==> config.mk <==
export PLATFORM = sky130hd
export DESIGN_NAME = control_fsm
export DESIGN_NICKNAME = d
export VERILOG_FILES = /design/src/rtl/cpu_ctrl_pkg.sv /design/src/rtl/alu_decoder.sv /design/src/rtl/control_fsm.sv
export SDC_FILE = /design/constraint.sdc
export NUM_CORES = 1
export LEC_CHECK = 0
export CAP_MARGIN = 10
export CORE_UTILIZATION = 43
export DETAILED_ROUTE_END_ITERATION = 10
export HOLD_SLACK_MARGIN = 0.1
export PLACE_DENSITY = 0.94
export SLEW_MARGIN = 20
export SYNTH_ARGS = -nofsm -noshare
export SYNTH_HDL_FRONTEND = slang
export SYNTH_SLANG_ARGS = --single-unit
export TNS_END_PERCENT = 100
==> constraint.sdc <==
create_clock -name clk -period 5.8 [get_ports clk]
set_clock_uncertainty 0.1 [all_clocks]
set_input_delay 1.16 -clock clk [delete_from_list [all_inputs] [get_ports clk]]
set_output_delay 1.16 -clock clk [all_outputs]
set_load 0.02 [all_outputs]
==> src/rtl/cpu_ctrl_pkg.sv <==
// Shared encodings for the multicycle RV32I controller.
// States, opcodes, mux selects and ALU operation codes.
package cpu_ctrl_pkg;

    typedef enum logic [3:0] {
        FETCH,
        DECODE,
        MEMADR,
        MEMREAD,
        MEMWB,
        MEMWRITE,
        EXECUTER,
        EXECUTEI,
        LUI,
        ALUWB,
        JAL,
        JALR,
        JALR_WB,
        BRANCH
    } state_t;

    typedef enum logic [1:0] {
        ADD,
        SUB,
        FUNCT
    } alu_op_t;

    localparam logic [6:0] OP_LOAD   = 7'b0000011;
    localparam logic [6:0] OP_STORE  = 7'b0100011;
    localparam logic [6:0] OP_R      = 7'b0110011;
    localparam logic [6:0] OP_I      = 7'b0010011;
    localparam logic [6:0] OP_JAL    = 7'b1101111;
    localparam logic [6:0] OP_JALR   = 7'b1100111;
    localparam logic [6:0] OP_BRANCH = 7'b1100011;
    localparam logic [6:0] OP_LUI    = 7'b0110111;
    localparam logic [6:0] OP_AUIPC  = 7'b0010111;

    localparam logic [1:0] RES_ALUOUT = 2'd0;
    localparam logic [1:0] RES_DATA   = 2'd1;
    localparam logic [1:0] RES_ALURES = 2'd2;

    localparam logic [1:0] SRCA_PC    = 2'd0;
    localparam logic [1:0] SRCA_OLDPC = 2'd1;
    localparam logic [1:0] SRCA_REG   = 2'd2;
    localparam logic [1:0] SRCA_ZERO  = 2'd3;

    localparam logic [1:0] SRCB_REG  = 2'd0;
    localparam logic [1:0] SRCB_IMM  = 2'd1;
    localparam logic [1:0] SRCB_FOUR = 2'd2;

    localparam logic [2:0] IMM_I = 3'd0;
    localparam logic [2:0] IMM_S = 3'd1;
    localparam logic [2:0] IMM_B = 3'd2;
    localparam logic [2:0] IMM_J = 3'd3;
    localparam logic [2:0] IMM_U = 3'd4;

    localparam logic [3:0] ALU_ADD  = 4'd0;
    localparam logic [3:0] ALU_SUB  = 4'd1;
    localparam logic [3:0] ALU_SLL  = 4'd2;
    localparam logic [3:0] ALU_SLT  = 4'd3;
    localparam logic [3:0] ALU_SLTU = 4'd4;
    localparam logic [3:0] ALU_XOR  = 4'd5;
    localparam logic [3:0] ALU_SRL  = 4'd6;
    localparam logic [3:0] ALU_SRA  = 4'd7;
    localparam logic [3:0] ALU_OR   = 4'd8;
    localparam logic [3:0] ALU_AND  = 4'd9;

    // Immediate format implied by the opcode; I-type for anything else.
    function automatic logic [2:0] imm_sel(input logic [6:0] op);
        logic [2:0] s;
        s = IMM_I;
        case (op)
            OP_STORE:         s = IMM_S;
            OP_BRANCH:        s = IMM_B;
            OP_JAL:           s = IMM_J;
            OP_LUI, OP_AUIPC: s = IMM_U;
            default:          s = IMM_I;
        endcase
        return s;
    endfunction

endpackage

==> src/rtl/alu_decoder.sv <==
// ALU operation decoder for the multicycle controller.
// Maps the coarse alu_op plus IR fields onto an ALU code.
module alu_decoder
    import cpu_ctrl_pkg::*;
(
    input  alu_op_t    alu_op,
    input  logic [2:0] funct3,
    input  logic       funct7b5,
    input  logic       op5,
    output logic [3:0] alu_control
);

    // funct3 selects the operation; funct7b5 splits add/sub and srl/sra
    always_comb begin
        alu_control = ALU_ADD;
        case (alu_op)
            ADD: alu_control = ALU_ADD;
            SUB: alu_control = ALU_SUB;
            FUNCT: begin
                case (funct3)
                    3'b000:  alu_control = (op5 && funct7b5) ? ALU_SUB : ALU_ADD;
                    3'b001:  alu_control = ALU_SLL;
                    3'b010:  alu_control = ALU_SLT;
                    3'b011:  alu_control = ALU_SLTU;
                    3'b100:  alu_control = ALU_XOR;
                    3'b101:  alu_control = funct7b5 ? ALU_SRA : ALU_SRL;
                    3'b110:  alu_control = ALU_OR;
                    default: alu_control = ALU_AND;
                endcase
            end
            default: alu_control = ALU_ADD;
        endcase
    end

endmodule

==> src/rtl/control_fsm.sv <==
// Multicycle RV32I main controller.
// Sequences each instruction and drives all datapath selects and enables.
module control_fsm
    import cpu_ctrl_pkg::*;
(
    input  logic       clk,
    input  logic       rst,
    input  logic [6:0] op,
    input  logic [2:0] funct3,
    input  logic       funct7b5,
    input  logic       zero,
    input  logic       lt,
    input  logic       ltu,
    input  logic       mem_ready,
    output logic [1:0] result_sel,
    output logic [1:0] alu_src_a,
    output logic [1:0] alu_src_b,
    output logic       adr_src,
    output logic [2:0] imm_src,
    output logic [3:0] alu_control,
    output logic       ir_write,
    output logic       pc_write,
    output logic       reg_write,
    output logic       mem_write,
    output logic       illegal_instr
);

    state_t  state_q, state_d;
    alu_op_t alu_op;
    logic    taken;
    logic    ir_w, pc_w, reg_w, mem_w, ill_w;

    // State register
    always_ff @(posedge clk) begin
        if (rst) state_q <= FETCH;
        else     state_q <= state_d;
    end

    // Branch condition from ALU flags
    always_comb begin
        taken = 1'b0;
        case (funct3)
            3'b000:  taken = zero;
            3'b001:  taken = ~zero;
            3'b100:  taken = lt;
            3'b101:  taken = ~lt;
            3'b110:  taken = ltu;
            3'b111:  taken = ~ltu;
            default: taken = 1'b0;
        endcase
    end

    // Next state and datapath controls
    always_comb begin
        state_d    = state_q;
        result_sel = RES_ALUOUT;
        alu_src_a  = SRCA_PC;
        alu_src_b  = SRCB_REG;
        adr_src    = 1'b0;
        imm_src    = IMM_I;
        alu_op     = ADD;
        ir_w       = 1'b0;
        pc_w       = 1'b0;
        reg_w      = 1'b0;
        mem_w      = 1'b0;
        ill_w      = 1'b0;
        case (state_q)
            FETCH: begin
                alu_src_b  = SRCB_FOUR;
                result_sel = RES_ALURES;
                ir_w       = mem_ready;
                pc_w       = mem_ready;
                if (mem_ready) state_d = DECODE;
            end
            DECODE: begin
                alu_src_a = SRCA_OLDPC;
                alu_src_b = SRCB_IMM;
                imm_src   = imm_sel(op);
                case (op)
                    OP_LOAD, OP_STORE: state_d = MEMADR;
                    OP_R:              state_d = EXECUTER;
                    OP_I:              state_d = EXECUTEI;
                    OP_JAL:            state_d = JAL;
                    OP_JALR:           state_d = JALR;
                    OP_BRANCH:         state_d = BRANCH;
                    OP_LUI:            state_d = LUI;
                    OP_AUIPC:          state_d = ALUWB;
                    default: begin
                        ill_w   = 1'b1;
                        state_d = FETCH;
                    end
                endcase
            end
            MEMADR: begin
                alu_src_a = SRCA_REG;
                alu_src_b = SRCB_IMM;
                state_d   = op[5] ? MEMWRITE : MEMREAD;
            end
            MEMREAD: begin
                adr_src = 1'b1;
                if (mem_ready) state_d = MEMWB;
            end
            MEMWB: begin
                result_sel = RES_DATA;
                reg_w      = 1'b1;
                state_d    = FETCH;
            end
            MEMWRITE: begin
                adr_src = 1'b1;
                mem_w   = 1'b1;
                if (mem_ready) state_d = FETCH;
            end
            EXECUTER: begin
                alu_src_a = SRCA_REG;
                alu_op    = FUNCT;
                state_d   = ALUWB;
            end
            EXECUTEI: begin
                alu_src_a = SRCA_REG;
                alu_src_b = SRCB_IMM;
                alu_op    = FUNCT;
                state_d   = ALUWB;
            end
            LUI: begin
                alu_src_a = SRCA_ZERO;
                alu_src_b = SRCB_IMM;
                state_d   = ALUWB;
            end
            ALUWB: begin
                reg_w   = 1'b1;
                state_d = FETCH;
            end
            JAL: begin
                alu_src_a = SRCA_OLDPC;
                alu_src_b = SRCB_FOUR;
                pc_w      = 1'b1;
                state_d   = ALUWB;
            end
            JALR: begin
                alu_src_a  = SRCA_REG;
                alu_src_b  = SRCB_IMM;
                result_sel = RES_ALURES;
                pc_w       = 1'b1;
                state_d    = JALR_WB;
            end
            JALR_WB: begin
                alu_src_a  = SRCA_OLDPC;
                alu_src_b  = SRCB_FOUR;
                result_sel = RES_ALURES;
                reg_w      = 1'b1;
                state_d    = FETCH;
            end
            BRANCH: begin
                alu_src_a = SRCA_REG;
                alu_op    = SUB;
                pc_w      = taken;
                state_d   = FETCH;
            end
            default: state_d = FETCH;
        endcase
    end

    // Enables are forced low while reset is held, even mid-instruction
    assign ir_write      = ir_w  & ~rst;
    assign pc_write      = pc_w  & ~rst;
    assign reg_write     = reg_w & ~rst;
    assign mem_write     = mem_w & ~rst;
    assign illegal_instr = ill_w & ~rst;

    alu_decoder u_alu_decoder (
        .alu_op      (alu_op),
        .funct3      (funct3),
        .funct7b5    (funct7b5),
        .op5         (op[5]),
        .alu_control (alu_control)
    );

endmodule

==> impl_metrics.csv, run 1 <==
group,metric,value,unit
synth,ys_seq_area_frac,0.102,
synth,syn-cell-area,787,sq um
layout,fill_cells,166,
synth,syn-mean-instance-area,6.50,sq um
global_route,grt_pass1_wl,3370,um
layout,largest_reg_flops,4,
synth,yosysWarnings,0,
drt,routed-via-count,989,
die,fp.dieW,44.8,um
layout,seqCellArea,80.1,sq um
worst_setup_path,rr_endpoint,"state_q[2]",
hold_path,hold_class,"flip-flop to flip-flop",
clock_tree,insertion_delay,0.24,ns
die,core,1730,sq um
die,io_pins,36,
layout,area_growth,43.6,%
clock_tree,htreeDepth,1,
drt,routedWlPerCell,12.7,um
timing,hold_viol,0,
synth,synth_ff_type,"dfxtp_1",
synth,synth-edff-count,0,
die,die_h,44.8,um
timing,rsz0062_at_grt,"no",
worst_setup_path,reg2reg_slack,3.66,ns
timing,setup_violations,0,
timing,slew_headroom,0.603,
clock_tree,path_clk_slew,0.03,ns
global_route,grt_max_degree,20,
synth,ys_async_sr_fraction,0,
worst_setup_path,path_max_fanout,6,
pwr,p_leak,0.419,nW
clock_tree,numCtsBuffers,3,
timing,period_share,0.764,
clock_tree,clock_sinks,4,
worst_setup_path,cp_common_cell,"clkdlybuf4s50_1",
drt,drt-initial-drc-count,18,
worst_setup_path,crit_slowest_cell,"clkdlybuf4s50_1",
layout,final_util,0.654,
timing,fin_crit,4.43,ns
drt,first_pass_iters,4,
die,start_util,0.456,
worst_setup_path,r2r_cells,4,
drt,ant_nets,0,
timing,setup_ws,1.37,ns
layout,stdcell_count,172,
die,fp-row-count,15,
synth,ys_ff_latch,4,
worst_setup_path,regToRegStartpoint,"state_q[0]",
global_route,antenna_found_initial,0,
pwr,p_per_area,109,nW/um^2
layout,top_regs,"state_q (4)",
worst_setup_path,critPathTopFamily,"buffers and inverters",
layout,layout.nets,168,
layout,multi_input_area,623,sq um
layout,insertedDiodeCount,0,
hold_path,hold_end,"state_q[1]",
placed_design,hpwl,1670,um
clock_tree,clockBufferDepth,2,
clock_tree,cts_root_buffer,"clkbuf_4",
placed_design,gp_congestion,0.829,
pwr,ir_drop,0.0713,mV
worst_setup_path,start_kind,"primary input",
synth,syn_nets,140,
outcome,status,"finished clean",
clock_tree,cts_tree,"done",
placed_design,dpl.cell_count,169,
timing,setup_tns,0,ns
drt,drt-total-wl,2180,um
timing,worst_slew_pin_slew,0.594,ns
global_route,gr-total-overflow,0,
hold_path,min_path_cells,2,
clock_tree,cts_setup_buffers,0,
synth,netlist_instances,121,
worst_setup_path,cp.buffers_inverters,2,
layout,drive_gt1_frac,0.0340,
placed_design,post-place-ws,1.40,ns
timing,report.final.slew_viol_count,0,
worst_setup_path,critPathArrivalTime,3.17,ns
hold_path,worstHoldStart,"state_q[0]",
global_route,grt_pass1_vias,884,
worst_setup_path,path_class,"primary input to output port",
synth,synth_cell_type_count,39,
worst_setup_path,crit_required,4.54,ns
drt,via_per_inst,5.75,
job,max-cap-violations,0,
placed_design,numPortBuffers,35,
global_route,gr-usage-all-layers,0.221,
worst_setup_path,crit_chain,"clkdlybuf4s50_1 > nor4_1 > a31oi_1 > nor4b_1 > clkdlybuf4s50_1",
timing,fmax,0.226,GHz
clock_tree,cts_resized,0,
layout,regMostFlops,"state_q",
worst_setup_path,end_kind,"output port",
clock_tree,hold_buffers,0,
drt,drc,0,
die,die_area,2010,sq um
worst_setup_path,max_stage_delay,0.65,ns
-- worst min-delay path, cell delays in order, from the launching register on --
cell,delay (ns)
dfxtp_1,0.48
a21oi_1,0.22
o41ai_1,0.09
-- placed cells by master, fill, tap and decap left out, types with 2 or more instances in the layout --
cell,n
dfxtp_1,4
nor2_1,13
a211o_1,3
or3_1,4
xor2_1,4
nor4_1,3
mux2i_1,5
nand3b_1,2
a31oi_1,3
clkdlybuf4s50_1,35
xnor2_1,2
nand2b_1,7
ha_1,2
clkbuf_4,3
nor3_1,5
o22ai_1,2
inv_1,6
a21oi_1,10
nand2_1,11
nor4b_1,2
o21ai_0,5
-- cell type report --
type | instances | share of cell area
clock buffers | 3 | 0.0199
flip-flops and latches | 4 | 0.0709
well taps | 25 | 0.0277
inverters | 6 | 0.0199
repair buffers | 35 | 0.310
multi-input cells | 99 | 0.551
-- layer usage --
metal / global-route usage / share of wire
met2: 0.456 / 0.52
met1: 0.201 / 0.38
met5: 0 / 0
met4: 0.0848 / 0.0028
met3: 0.0560 / 0.10
-- cells in the mapped netlist, types with 2 or more instances --
library cell | instances | share of area
mux2i_1 | 5 | 0.064
nor3_1 | 5 | 0.032
nor4b_1 | 2 | 0.022
a211o_1 | 3 | 0.033
nand2b_1 | 7 | 0.056
xor2_1 | 4 | 0.045
nand3b_1 | 2 | 0.019
nor2_1 | 13 | 0.062
o22ai_1 | 2 | 0.016
inv_1 | 6 | 0.029
a21oi_1 | 10 | 0.064
o21ai_0 | 5 | 0.032
nand2_1 | 11 | 0.052
ha_1 | 2 | 0.032
or3_1 | 4 | 0.032
xnor2_1 | 2 | 0.022
nor4_1 | 3 | 0.024
buf_6 | 2 | 0.029
dfxtp_1 | 4 | 0.10
a31oi_1 | 3 | 0.024
clkbuf_1 | 8 | 0.038
-- how the worst max path moves through the flow --
stage	to	start	cells past startpoint
6_report	imm_src[0]	op[3]	5
5_1_grt	imm_src[0]	op[1]	6
4_1_cts	imm_src[0]	op[3]	5
3_5_place_dp	imm_src[0]	op[3]	5
3_3_place_gp	imm_src[0]	op[3]	5
2_1_floorplan	pc_write	funct3[1]	5
-- stage by stage --
| stage | cell area [sq um] | hold WS [ns] | total power, mW |
|---|---|---|---|
| after floorplan | 787 | 0.526 | 0.0652 |
| after global placement | 1110 | 0.702 | 0.0859 |
| after detailed placement | 1110 | 0.715 | 0.0876 |
| after CTS | 1130 | 0.728 | 0.123 |
| after global routing | 1130 | 0.758 | 0.130 |
| final | 1130 | 0.750 | 0.123 |
-- cell families after synthesis --
group,count (synthesis),share of synthesized area
multiplexers,5,0.0636
AO/OA/AOI/OAI,33,0.280
AND/OR/NAND/NOR,53,0.350
flip-flops,4,0.102
adder cells (fa/ha/maj),2,0.0318
buffers and inverters,18,0.107
XOR/XNOR,6,0.0668
-- where the power goes --
part | internal, mW | switching [mW] | total, mW
combinational | 0.0285 | 0.0274 | 0.0559
sequential | 0.0284 | 0.00358 | 0.0320
clock | 0.0232 | 0.0118 | 0.0349
No activity file was read; power rests on OpenSTA's default activity.
==> run 2: changes to the inputs <==
--- a/config.mk
+++ b/config.mk
@@ -6,10 +6,10 @@
 export NUM_CORES = 1
 export LEC_CHECK = 0
 export CAP_MARGIN = 10
-export CORE_UTILIZATION = 43
+export CORE_UTILIZATION = 37
 export DETAILED_ROUTE_END_ITERATION = 10
 export HOLD_SLACK_MARGIN = 0.1
-export PLACE_DENSITY = 0.94
+export PLACE_DENSITY = 0.87
 export SLEW_MARGIN = 20
 export SYNTH_ARGS = -nofsm -noshare
 export SYNTH_HDL_FRONTEND = slang
==> constraint.sdc (replaced) <==
create_clock -name clk -period 3.8 [get_ports clk]
set_clock_uncertainty 0.1 [all_clocks]
set_input_delay 0.76 -clock clk [delete_from_list [all_inputs] [get_ports clk]]
set_output_delay 0.76 -clock clk [all_outputs]
set_load 0.02 [all_outputs]
==> run 2 against run 1 <==
Compared with the run above:
- global-route usage down 3.0 points
- wire length hardly changed
- combinational power up 62%
- via count is 1.3% higher
- worst hold slack worse by 0.16 ns
- final cell count is 4.1% higher
- sequential share of layout area down 0.24 points
- core utilization is 6.4 points lower
- sequential cell count did not move
- first-iteration DRC count up 22%
- critical path type unchanged
==> impl_metrics.csv, run 2 (same netlist as run 1, synthesis figures left out) <==
group,metric,value,unit
outcome,status,"finished clean",
layout,final_util,0.590,
worst_setup_path,end_kind,"output port",
timing,setup_tns,0,ns
drt,ant_nets,0,
timing,slew_headroom,0.677,
layout,seqCellArea,80.1,sq um
clock_tree,htreeDepth,1,
layout,mostFrequentLayoutCell,"clkdlybuf4s50_1",
global_route,grt_pass1_vias,865,
pwr,p_switching,0.0639,mW
placed_design,numPortBuffers,35,
timing,fin_crit,3.64,ns
placed_design,dpl.cell_count,176,
clock_tree,insertion_delay,0.23,ns
layout,layout_common_cells,"35 x clkdlybuf4s50_1, 13 x nor2_1, 11 x nand2_1",
timing,worst_slew_pin_slew,0.480,ns
global_route,gr-total-overflow,0,
drt,drt-total-wl,2170,um
clock_tree,cts_tree,"done",
pwr,internal_power,0.125,mW
worst_setup_path,crit_chain,"clkdlybuf4s50_1 > nor4_1 > a31oi_1 > nor4b_1 > clkdlybuf4s50_1",
drt,routed-via-count,1002,
layout,largest_reg_flops,4,
global_route,antenna_found_initial,0,
worst_setup_path,path_max_fanout,6,
die,fp.dieW,48.1,um
worst_setup_path,start_kind,"primary input",
pwr,p_leak,0.445,nW
hold_path,hold_class,"flip-flop to flip-flop",
worst_setup_path,crit_slowest_cell,"clkdlybuf4s50_1",
worst_setup_path,cp_common_cell,"clkdlybuf4s50_1",
clock_tree,cts_resized,0,
die,core,1980,sq um
clock_tree,path_clk_slew,0.04,ns
worst_setup_path,path_class,"primary input to output port",
die,fp-row-count,16,
placed_design,hpwl,1750,um
clock_tree,numCtsBuffers,3,
pwr,pwr-share-comb,0.481,
die,start_util,0.397,
clock_tree,clockBufferDepth,2,
layout,area_growth,48.6,%
drt,via_per_inst,5.60,
timing,hold_viol,0,
timing,setup_ws,0.156,ns
layout,top_regs,"state_q (4)",
die,die_h,48.1,um
die,io_pins,36,
pwr,switching_share,0.339,
timing,period_share,0.959,
timing,hold_ws,0.586,ns
drt,routedWlPerCell,12.1,um
timing,rsz0062_at_grt,"no",
drt,first_pass_iters,4,
clock_tree,hold_buffers,0,
global_route,grt_pass1_wl,3260,um
layout,regMostFlops,"state_q",
timing,report.final.slew_viol_count,0,
pwr,p_per_area,161,nW/um^2
clock_tree,clock_sinks,4,
global_route,gr-usage-all-layers,0.191,
worst_setup_path,crit_required,2.94,ns
clock_tree,cts_root_buffer,"clkbuf_4",
pwr,clock_power_share,0.275,
drt,drc,0,
pwr,ir_drop,0.132,mV
layout,insertedDiodeCount,0,
layout,drive_gt1_frac,0.0658,
layout,stdcell_count,179,
timing,setup_violations,0,
worst_setup_path,max_stage_delay,0.67,ns
worst_setup_path,critPathArrivalTime,2.78,ns
layout,layout.nets,173,
clock_tree,cts_setup_buffers,0,
timing,fmax,0.274,GHz
placed_design,post-place-ws,0.160,ns
pwr,pwr-share-seq,0.243,
die,die_area,2320,sq um
drt,drt-initial-drc-count,22,
global_route,grt_max_degree,18,
placed_design,gp_congestion,0.799,
layout,fill_cells,182,
job,max-cap-violations,0,
layout,multi_input_area,623,sq um
[run 2: final cells by class]
class	instances	share of cell area
multi-input combinational	99	0.533
timing repair buffer	40	0.332
inverter	6	0.0193
sequential	4	0.0684
clock buffer	3	0.0193
tap	27	0.0289
[run 2: routing by layer]
layer / track usage / vias to the layer above / wire (um)
met5: 0 / - / 0
met4: 0.0333 / 0 / 10
met3: 0.0111 / 2 / 151
met2: 0.422 / 48 / 1150
met1: 0.191 / 452 / 859
li1: - / 500 / -
[run 2: power groups by stage]
stage | sequential, mW | combinational [mW] | clock [mW]
global placement | 0.0464 | 0.0877 | 0
floorplan | 0.0445 | 0.0551 | 0
finish | 0.0459 | 0.0908 | 0.0519
global route | 0.0461 | 0.0977 | 0.0549
CTS | 0.0458 | 0.0907 | 0.0532
detailed placement | 0.0465 | 0.0904 | 0
[run 2: worst max-delay path: cells and delay by family]
family | cells | cell delay (ns)
AO/OA/AOI/OAI | 1 | 0.08
buffers and inverters | 2 | 1.16
AND/OR/NAND/NOR | 2 | 0.78
[run 2: metrics by stage]
step / cell area (sq um) / power, mW
5_1_grt: 1170 / 0.199
4_1_cts: 1170 / 0.190
3_3_place_gp: 1150 / 0.134
6_report: 1170 / 0.189
3_5_place_dp: 1150 / 0.137
2_1_floorplan: 787 / 0.0995
[run 2: final timing paths]
path | depth (start not counted) | from | end | slack [ns]
setup reg to reg | 5 | state_q[0] | state_q[2] | 1.91
hold reg to reg | 2 | state_q[3] | state_q[1] | 0.59
setup / recovery | 5 | op[3] | imm_src[0] | 0.16
hold / removal | 2 | state_q[3] | state_q[1] | 0.59
